File: config.mk
export PLATFORM = sky130hd
export DESIGN_NAME = alu_issue_unit_flat
export DESIGN_NICKNAME = d
export VERILOG_FILES = /design/src/rtl/alu_issue_unit_if.sv /design/src/rtl/alu_issue_unit.sv /design/src/flat_wrapper.sv
export SDC_FILE = /design/constraint.sdc
export NUM_CORES = 2
export LEC_CHECK = 0
export CORE_ASPECT_RATIO = 0.5
export CORE_MARGIN = 2
export CORE_UTILIZATION = 30
export CTS_CLUSTER_SIZE = 24
export DETAILED_ROUTE_END_ITERATION = 8
export SLEW_MARGIN = 20
export SYNTH_ARGS = -nofsm -noshare
export SYNTH_HDL_FRONTEND = slang
export SYNTH_SLANG_ARGS = --single-unit
export TNS_END_PERCENT = 100
File: constraint.sdc
create_clock -name clk -period 5.9 [get_ports clk]
set_input_delay 1.18 -clock clk [delete_from_list [all_inputs] [get_ports clk]]
set_output_delay 1.18 -clock clk [all_outputs]
set_load 0.02 [all_outputs]
File: src/rtl/alu_issue_unit_if.sv
// Bundle of all non-clock/reset signals of the ALU issue unit.
// The unit uses the slave view; the upstream/ALU/debug environment uses the master view.
interface alu_issue_unit_if;
  logic        instr_valid;
  logic [31:0] instr;
  logic        instr_ready;
  logic [31:0] alu_a;
  logic [31:0] alu_b;
  logic [2:0]  alu_control;
  logic [31:0] alu_result;
  logic        wb_valid;
  logic [4:0]  wb_rd;
  logic [31:0] wb_data;
  logic        illegal;
  logic [4:0]  dbg_addr;
  logic [31:0] dbg_data;

  modport slave (
    input  instr_valid, instr, alu_result, dbg_addr,
    output instr_ready, alu_a, alu_b, alu_control, wb_valid, wb_rd, wb_data, illegal, dbg_data
  );

  modport master (
    output instr_valid, instr, alu_result, dbg_addr,
    input  instr_ready, alu_a, alu_b, alu_control, wb_valid, wb_rd, wb_data, illegal, dbg_data
  );
endinterface

File: src/rtl/alu_issue_unit.sv
// Serial RV32I ALU issue unit: decodes one instruction, drives an external ALU for one
// cycle, then writes the result back into its 32-entry register file.
module alu_issue_unit (
  input logic             clk,
  input logic             rst_n,
  alu_issue_unit_if.slave bus
);
  typedef enum logic [1:0] {
    IDLE = 2'd0,
    EXEC = 2'd1,
    WB   = 2'd2
  } state_e;

  localparam logic [2:0] ALU_ADD = 3'b000;
  localparam logic [2:0] ALU_SUB = 3'b001;
  localparam logic [2:0] ALU_AND = 3'b010;
  localparam logic [2:0] ALU_OR  = 3'b011;
  localparam logic [2:0] ALU_XOR = 3'b100;
  localparam logic [2:0] ALU_SLL = 3'b101;

  state_e      state_q, state_d;
  logic [31:0] regs_q [32];
  logic [31:0] opA_q, opB_q, result_q;
  logic [2:0]  ctrl_q;
  logic [4:0]  rd_q;
  logic        illegal_q;

  logic [6:0]  opcode, funct7;
  logic [2:0]  funct3;
  logic [4:0]  rs1, rs2;
  logic [31:0] rs1Val, rs2Val, immI;
  logic        decLegal;
  logic [2:0]  decCtrl;
  logic [31:0] decOpB;
  logic        handshake;

  assign opcode = bus.instr[6:0];
  assign funct3 = bus.instr[14:12];
  assign funct7 = bus.instr[31:25];
  assign rs1    = bus.instr[19:15];
  assign rs2    = bus.instr[24:20];
  assign immI   = {{20{bus.instr[31]}}, bus.instr[31:20]};

  // x0 is never written, but reads are masked so it stays 0 regardless of storage.
  assign rs1Val = (rs1 == 5'd0) ? 32'd0 : regs_q[rs1];
  assign rs2Val = (rs2 == 5'd0) ? 32'd0 : regs_q[rs2];
  assign bus.dbg_data = (bus.dbg_addr == 5'd0) ? 32'd0 : regs_q[bus.dbg_addr];

  assign handshake   = bus.instr_valid && (state_q == IDLE);
  assign bus.illegal = illegal_q;

  always_comb begin
    decLegal = 1'b0;
    decCtrl  = ALU_ADD;
    decOpB   = 32'd0;
    if (opcode == 7'b0110011) begin
      decOpB   = rs2Val;
      decLegal = 1'b1;
      case ({funct7, funct3})
        {7'b0000000, 3'b000}: decCtrl = ALU_ADD;
        {7'b0100000, 3'b000}: decCtrl = ALU_SUB;
        {7'b0000000, 3'b001}: decCtrl = ALU_SLL;
        {7'b0000000, 3'b100}: decCtrl = ALU_XOR;
        {7'b0000000, 3'b110}: decCtrl = ALU_OR;
        {7'b0000000, 3'b111}: decCtrl = ALU_AND;
        default:              decLegal = 1'b0;
      endcase
    end else if (opcode == 7'b0010011) begin
      decOpB   = immI;
      decLegal = 1'b1;
      case (funct3)
        3'b000:  decCtrl = ALU_ADD;
        3'b100:  decCtrl = ALU_XOR;
        3'b110:  decCtrl = ALU_OR;
        3'b111:  decCtrl = ALU_AND;
        3'b001: begin
          decCtrl  = ALU_SLL;
          decOpB   = {27'd0, rs2};
          decLegal = (funct7 == 7'b0000000);
        end
        default: decLegal = 1'b0;
      endcase
    end
  end

  always_ff @(posedge clk) begin
    if (!rst_n) begin
      state_q   <= IDLE;
      opA_q     <= 32'd0;
      opB_q     <= 32'd0;
      ctrl_q    <= 3'd0;
      rd_q      <= 5'd0;
      result_q  <= 32'd0;
      illegal_q <= 1'b0;
      for (int i = 0; i < 32; i++) begin
        regs_q[i] <= 32'd0;
      end
    end else begin
      state_q   <= state_d;
      illegal_q <= handshake && !decLegal;
      if (handshake && decLegal) begin
        opA_q  <= rs1Val;
        opB_q  <= decOpB;
        ctrl_q <= decCtrl;
        rd_q   <= bus.instr[11:7];
      end
      if (state_q == EXEC) begin
        result_q <= bus.alu_result;
      end
      if ((state_q == WB) && (rd_q != 5'd0)) begin
        regs_q[rd_q] <= result_q;
      end
    end
  end

  // Outputs are zero outside the state that owns them so the ALU and writeback ports idle cleanly.
  always_comb begin
    state_d         = state_q;
    bus.instr_ready = 1'b0;
    bus.alu_a       = 32'd0;
    bus.alu_b       = 32'd0;
    bus.alu_control = 3'd0;
    bus.wb_valid    = 1'b0;
    bus.wb_rd       = 5'd0;
    bus.wb_data     = 32'd0;
    case (state_q)
      IDLE: begin
        bus.instr_ready = 1'b1;
        if (handshake && decLegal) begin
          state_d = EXEC;
        end
      end
      EXEC: begin
        bus.alu_a       = opA_q;
        bus.alu_b       = opB_q;
        bus.alu_control = ctrl_q;
        state_d         = WB;
      end
      WB: begin
        bus.wb_valid = 1'b1;
        bus.wb_rd    = rd_q;
        bus.wb_data  = result_q;
        state_d      = IDLE;
      end
      default: state_d = IDLE;
    endcase
  end
endmodule

File: src/flat_wrapper.sv
// flat-port wrapper written by rule: the top's interface ports become plain ports
module alu_issue_unit_flat 
  (clk, rst_n, bus_instr_valid, bus_instr, bus_alu_result, bus_dbg_addr, bus_instr_ready, bus_alu_a, bus_alu_b, bus_alu_control, bus_wb_valid, bus_wb_rd, bus_wb_data, bus_illegal, bus_dbg_data);
  alu_issue_unit_if bus_i ();
  input logic clk;
  input logic rst_n;
  input wire logic [$bits(bus_i.instr_valid)-1:0] bus_instr_valid;
  input wire logic [$bits(bus_i.instr)-1:0] bus_instr;
  input wire logic [$bits(bus_i.alu_result)-1:0] bus_alu_result;
  input wire logic [$bits(bus_i.dbg_addr)-1:0] bus_dbg_addr;
  output wire logic [$bits(bus_i.instr_ready)-1:0] bus_instr_ready;
  output wire logic [$bits(bus_i.alu_a)-1:0] bus_alu_a;
  output wire logic [$bits(bus_i.alu_b)-1:0] bus_alu_b;
  output wire logic [$bits(bus_i.alu_control)-1:0] bus_alu_control;
  output wire logic [$bits(bus_i.wb_valid)-1:0] bus_wb_valid;
  output wire logic [$bits(bus_i.wb_rd)-1:0] bus_wb_rd;
  output wire logic [$bits(bus_i.wb_data)-1:0] bus_wb_data;
  output wire logic [$bits(bus_i.illegal)-1:0] bus_illegal;
  output wire logic [$bits(bus_i.dbg_data)-1:0] bus_dbg_data;
  assign bus_i.instr_valid = bus_instr_valid;
  assign bus_i.instr = bus_instr;
  assign bus_i.alu_result = bus_alu_result;
  assign bus_i.dbg_addr = bus_dbg_addr;
  assign bus_instr_ready = bus_i.instr_ready;
  assign bus_alu_a = bus_i.alu_a;
  assign bus_alu_b = bus_i.alu_b;
  assign bus_alu_control = bus_i.alu_control;
  assign bus_wb_valid = bus_i.wb_valid;
  assign bus_wb_rd = bus_i.wb_rd;
  assign bus_wb_data = bus_i.wb_data;
  assign bus_illegal = bus_i.illegal;
  assign bus_dbg_data = bus_i.dbg_data;
  alu_issue_unit u_core (.clk(clk), .rst_n(rst_n), .bus(bus_i));
endmodule
==> flow_results.org <==
** Routing
- Initial DRC count :: 8,254
- Vias post-DR :: 48,215
- Routed length per placed instance :: 34.76 um
- Final wirelength :: 276.7 mm
- In this run the remaining antenna-violating nets after routing total 0.
- Average vias per placed instance :: 6.056
- For this run, the detailed router's first-pass iteration total came to 7.
- For this run, design rule violations remaining after detail routing come to 0.

** Cells and area
- Highest-count cells in the layout ignoring fill and taps :: 1,102 x sky130_fd_sc_hd__and2_1, 1,024 x sky130_fd_sc_hd__edfxtp_1, 694 x sky130_fd_sc_hd__mux4_2
- Ratio of cells with drive above 1 in the final layout :: 26.63%
- Excluding fillers, the count of instances in the completed layout stands at 7,961.
- Final cell area excluding filler cells :: 77,440 um2
- Most common cell after layout, fill and taps aside :: sky130_fd_sc_hd__and2_1
- Relative to the synthesized area, the layout overhead comes to 15.79%.
- Post-route core utilization :: 34.99%
- At the end of the flow, the number of nets in the layout was 4,933.

** Timing
- Smallest setup slack after layout :: 705.8 ps
- Post-route clock skew :: 37.59 ps
- RSZ-0062 raised after global routing :: false
- Across all hold checks on the routed design, the worst slack comes to 458.0 ps.
- Summed over all failing endpoints, the final setup total negative slack is 0 ps.
- Setup violations remaining at the end of the flow were counted as 0.
- In this run the tightest slew margin relative to its limit is 14.85%.
- Dividing the final minimum period by the clock period gives 88.04%.
- The max-slew violation total from the final report was 0.
- Min Tclk post-route :: 5194 ps
- The final number of hold-violating endpoints came to 0.
- Worst-margin pin slew :: 1274 ps
- Static timing analysis puts the maximum clock frequency at 0.1925 GHz.

** Die
- Effective utilization at floorplan :: 30.22%
- Number of rows created at floorplan :: 122
- Area of the die :: 227,000 um2
- The core region is 221,300 um2.
- The die is 671.7 um wide.
- Die Y-Extent :: 337.9 um
- In this run the count of I/O pins placed on the die edge is 211.

** Global route
- Total congestion overflow after global routing :: 0
- Global-route wire length before repair :: 376.4 mm
- The number of global-route vias before repair is 46,191.
- Entering global routing, the biggest net connects 86 pins.
- Across every metal layer, demand over resource in global routing totals 23.75%.
- The initial antenna violation count is 35.

** Clock network
- Buffers inserted to repair hold after CTS numbered 0.
- The number of clock buffers added by TritonCTS is 119.
- CTS tree :: yes
- Clock latency on the worst-skew pair, taken at its later pin, is 790 ps.
- Clock tree synthesis selected as its root buffer the cell sky130_fd_sc_hd__clkbuf_16.
- Clock-pin slew was measured on the worst setup and hold paths at 60 ps.
- Sinks on the clock net :: 1,131
- Post-CTS sizing :: 0
- CTS H-Tree Depth :: 3
- Post-CTS setup buffer count :: 0
- The longest clock path from root to sink contains 3 buffers.

** Worst setup path
- For the worst setup path, the data arrival time is 4010 ps.
- Maximum net fanout on the critical path :: 20
- The critical path is of the primary input to output pin type.
- Worst Setup End Kind :: output pin
- STA classifies the critical path startpoint as a primary input.
- Most used cell along the critical path :: sky130_fd_sc_hd__mux4_2
- For the worst setup path, the data required time is 4720 ps.
- Traced cell by cell, the critical path runs through buf_8 -> buf_4 -> mux4_2 -> mux4_2 -> nand2_1 -> o21ai_0 -> clkdlybuf4s50_1.
- The slowest stage of the critical path belongs to the cell sky130_fd_sc_hd__clkdlybuf4s50_1.
- Delay of the slowest critical-path stage :: 650 ps

** Yosys
- Fraction of registers with async set or reset after synthesis :: 0%
- Seq/Total Area, Yosys :: 49.18%
- Cell count after synthesis :: 4,808
- Flip-flop and latch count after synthesis :: 1,131
- The synthesized design contains 1,024 enable-type register cells.
- Number of library cell types mapped by synthesis :: 64
- Cell type with the highest aggregate area in the netlist :: sky130_fd_sc_hd__edfxtp_1
- Synth area leaders :: sky130_fd_sc_hd__edfxtp_1 46%, sky130_fd_sc_hd__mux4_2 23%, sky130_fd_sc_hd__and2_1 10%
- In the synthesized netlist the dominant register cell turns out to be sky130_fd_sc_hd__edfxtp_1.
- Mapped cell area :: 66,880 um2
- Each instance of the synthesized netlist takes up on average 13.91 um2.
- Number of warnings reported in the yosys synthesis log :: 0
- The top cell type by area accounts for 45.98% of the synthesized area.

** Power and ir drop
- Pleak :: 26.48 nW
- The internal power of the cells totals 14.45 mW.
- Clock Power Share :: 40.2%
- Worst IR drop on VDD :: 265.0 uV
- Switching power share of the total :: 26.07%
- After layout, the design draws a total of 19.55 mW.
- Flop pwr share :: 47.0%
- Power spread over the standard cell area amounts to 252.4 nW/um2.
- Of the total power, combinational logic draws 12.8%.
- Net switching power :: 5.096 mW

** Status
- Result of the run :: complete, no violations

** Placed design
- Cells after DPL :: 7,713
- Placement-stage cell area :: 73,330 um2
- Placement-stage worst setup slack :: 764.6 ps
- Summed over all nets, the half-perimeter wirelength after detailed placement is 170.7 mm.
- RD Place Congestion :: 0.9165
- Buffers added on ports :: 210

** Min path
- Type of the most critical hold path :: flop to flop

** Run
- The tool flagged a number of max-cap violations equal to 0.
-- state kept, by name (all words and copies together) (netlist names) --
register and count:
u_core.state_q 2, u_core.opA_q 32, u_core.result_q 32, u_core.opB_q 32, u_core.regs_q 1024, u_core.bus.illegal 1
u_core.rd_q 5, u_core.ctrl_q 3
-- final timing paths --
kind | start | end | slack (ps) | depth (start not counted)
setup / recovery | bus_dbg_addr[0] | bus_dbg_data[30] | 710 | 7
hold / removal | u_core.opA_q[7] | u_core.opA_q[7] | 460 | 2
setup reg to reg | u_core.rd_q[4] | u_core.regs_q[4][31] | 2130 | 5
hold reg to reg | u_core.opA_q[7] | u_core.opA_q[7] | 460 | 2
-- Yosys cell counts, types with 22 or more instances --
cell / n
sky130_fd_sc_hd__a221oi_1: 95
sky130_fd_sc_hd__nand2_1: 201
sky130_fd_sc_hd__nand3_1: 33
sky130_fd_sc_hd__inv_1: 36
sky130_fd_sc_hd__dfxtp_1: 107
sky130_fd_sc_hd__o21ai_0: 94
sky130_fd_sc_hd__nor2b_1: 24
sky130_fd_sc_hd__edfxtp_1: 1024
sky130_fd_sc_hd__nor2_1: 101
sky130_fd_sc_hd__buf_1: 26
sky130_fd_sc_hd__and2_1: 1103
sky130_fd_sc_hd__a22oi_1: 34
sky130_fd_sc_hd__mux2i_1: 188
sky130_fd_sc_hd__mux4_2: 694
sky130_fd_sc_hd__o21a_1: 25
sky130_fd_sc_hd__nor3_1: 22
sky130_fd_sc_hd__nand4_1: 31
sky130_fd_sc_hd__a21oi_1: 62
sky130_fd_sc_hd__buf_2: 94
sky130_fd_sc_hd__clkbuf_1: 352
sky130_fd_sc_hd__a31oi_1: 27
sky130_fd_sc_hd__mux2_2: 106
sky130_fd_sc_hd__buf_4: 35
sky130_fd_sc_hd__o22ai_1: 138
-- area by class of cell --
cell class / count / area [um2]
Antenna cell: 20 / 50.05
Clock buffer: 160 / 3324
Clock inverter: 65 / 659.4
Fill cell: 21124 / 143900
Inverter: 38 / 147.6
Multi-Input combinational cell: 3145 / 32350
Sequential cell: 1131 / 32900
Tap cell: 2976 / 3724
Timing Repair Buffer: 426 / 4285
-- routing by layer --
metal,vias to the layer above,wire length (um),global-route usage [%]
met5,-,32,0
met4,4,19740,14.55
met3,852,34020,5.922
met2,3822,123300,36.85
met1,24727,99600,30.08
li1,18810,-,-
-- kinds of logic (layout without fill, tap and decap cells) --
logic type                Yosys count  in the layout  synth area share (%)
AOI/OAI and AO/OA                 548            548                 5.511
xor gates and xnor gates            1              1               0.01310
buffers and inverters             563            689                 3.640
DFF                              1131           1131                 49.18
muxes                             988            988                 27.97
other                               1             52              0.005607
and+or+nand+nor                  1576           1576                 13.68
-- power by group through the flow --
stage	clock [mW]	sequential [mW]	combinational (mW)
CTS	7.87	9.17	2.45
detailed placement	0	9.34	2.44
global route	8.15	9.21	2.55
floorplan	0	9.28	1.53
finish	7.86	9.19	2.50
global placement	0	9.34	2.43
-- worst max-delay path, delay by kind of cell --
family / cells / cell delay (ps)
buffers and inverters: 3 / 1340
multiplexers: 2 / 1010
AO/OA/AOI/OAI: 1 / 320
AND/OR/NAND/NOR: 1 / 120
Power figures use the tool's default switching activity.
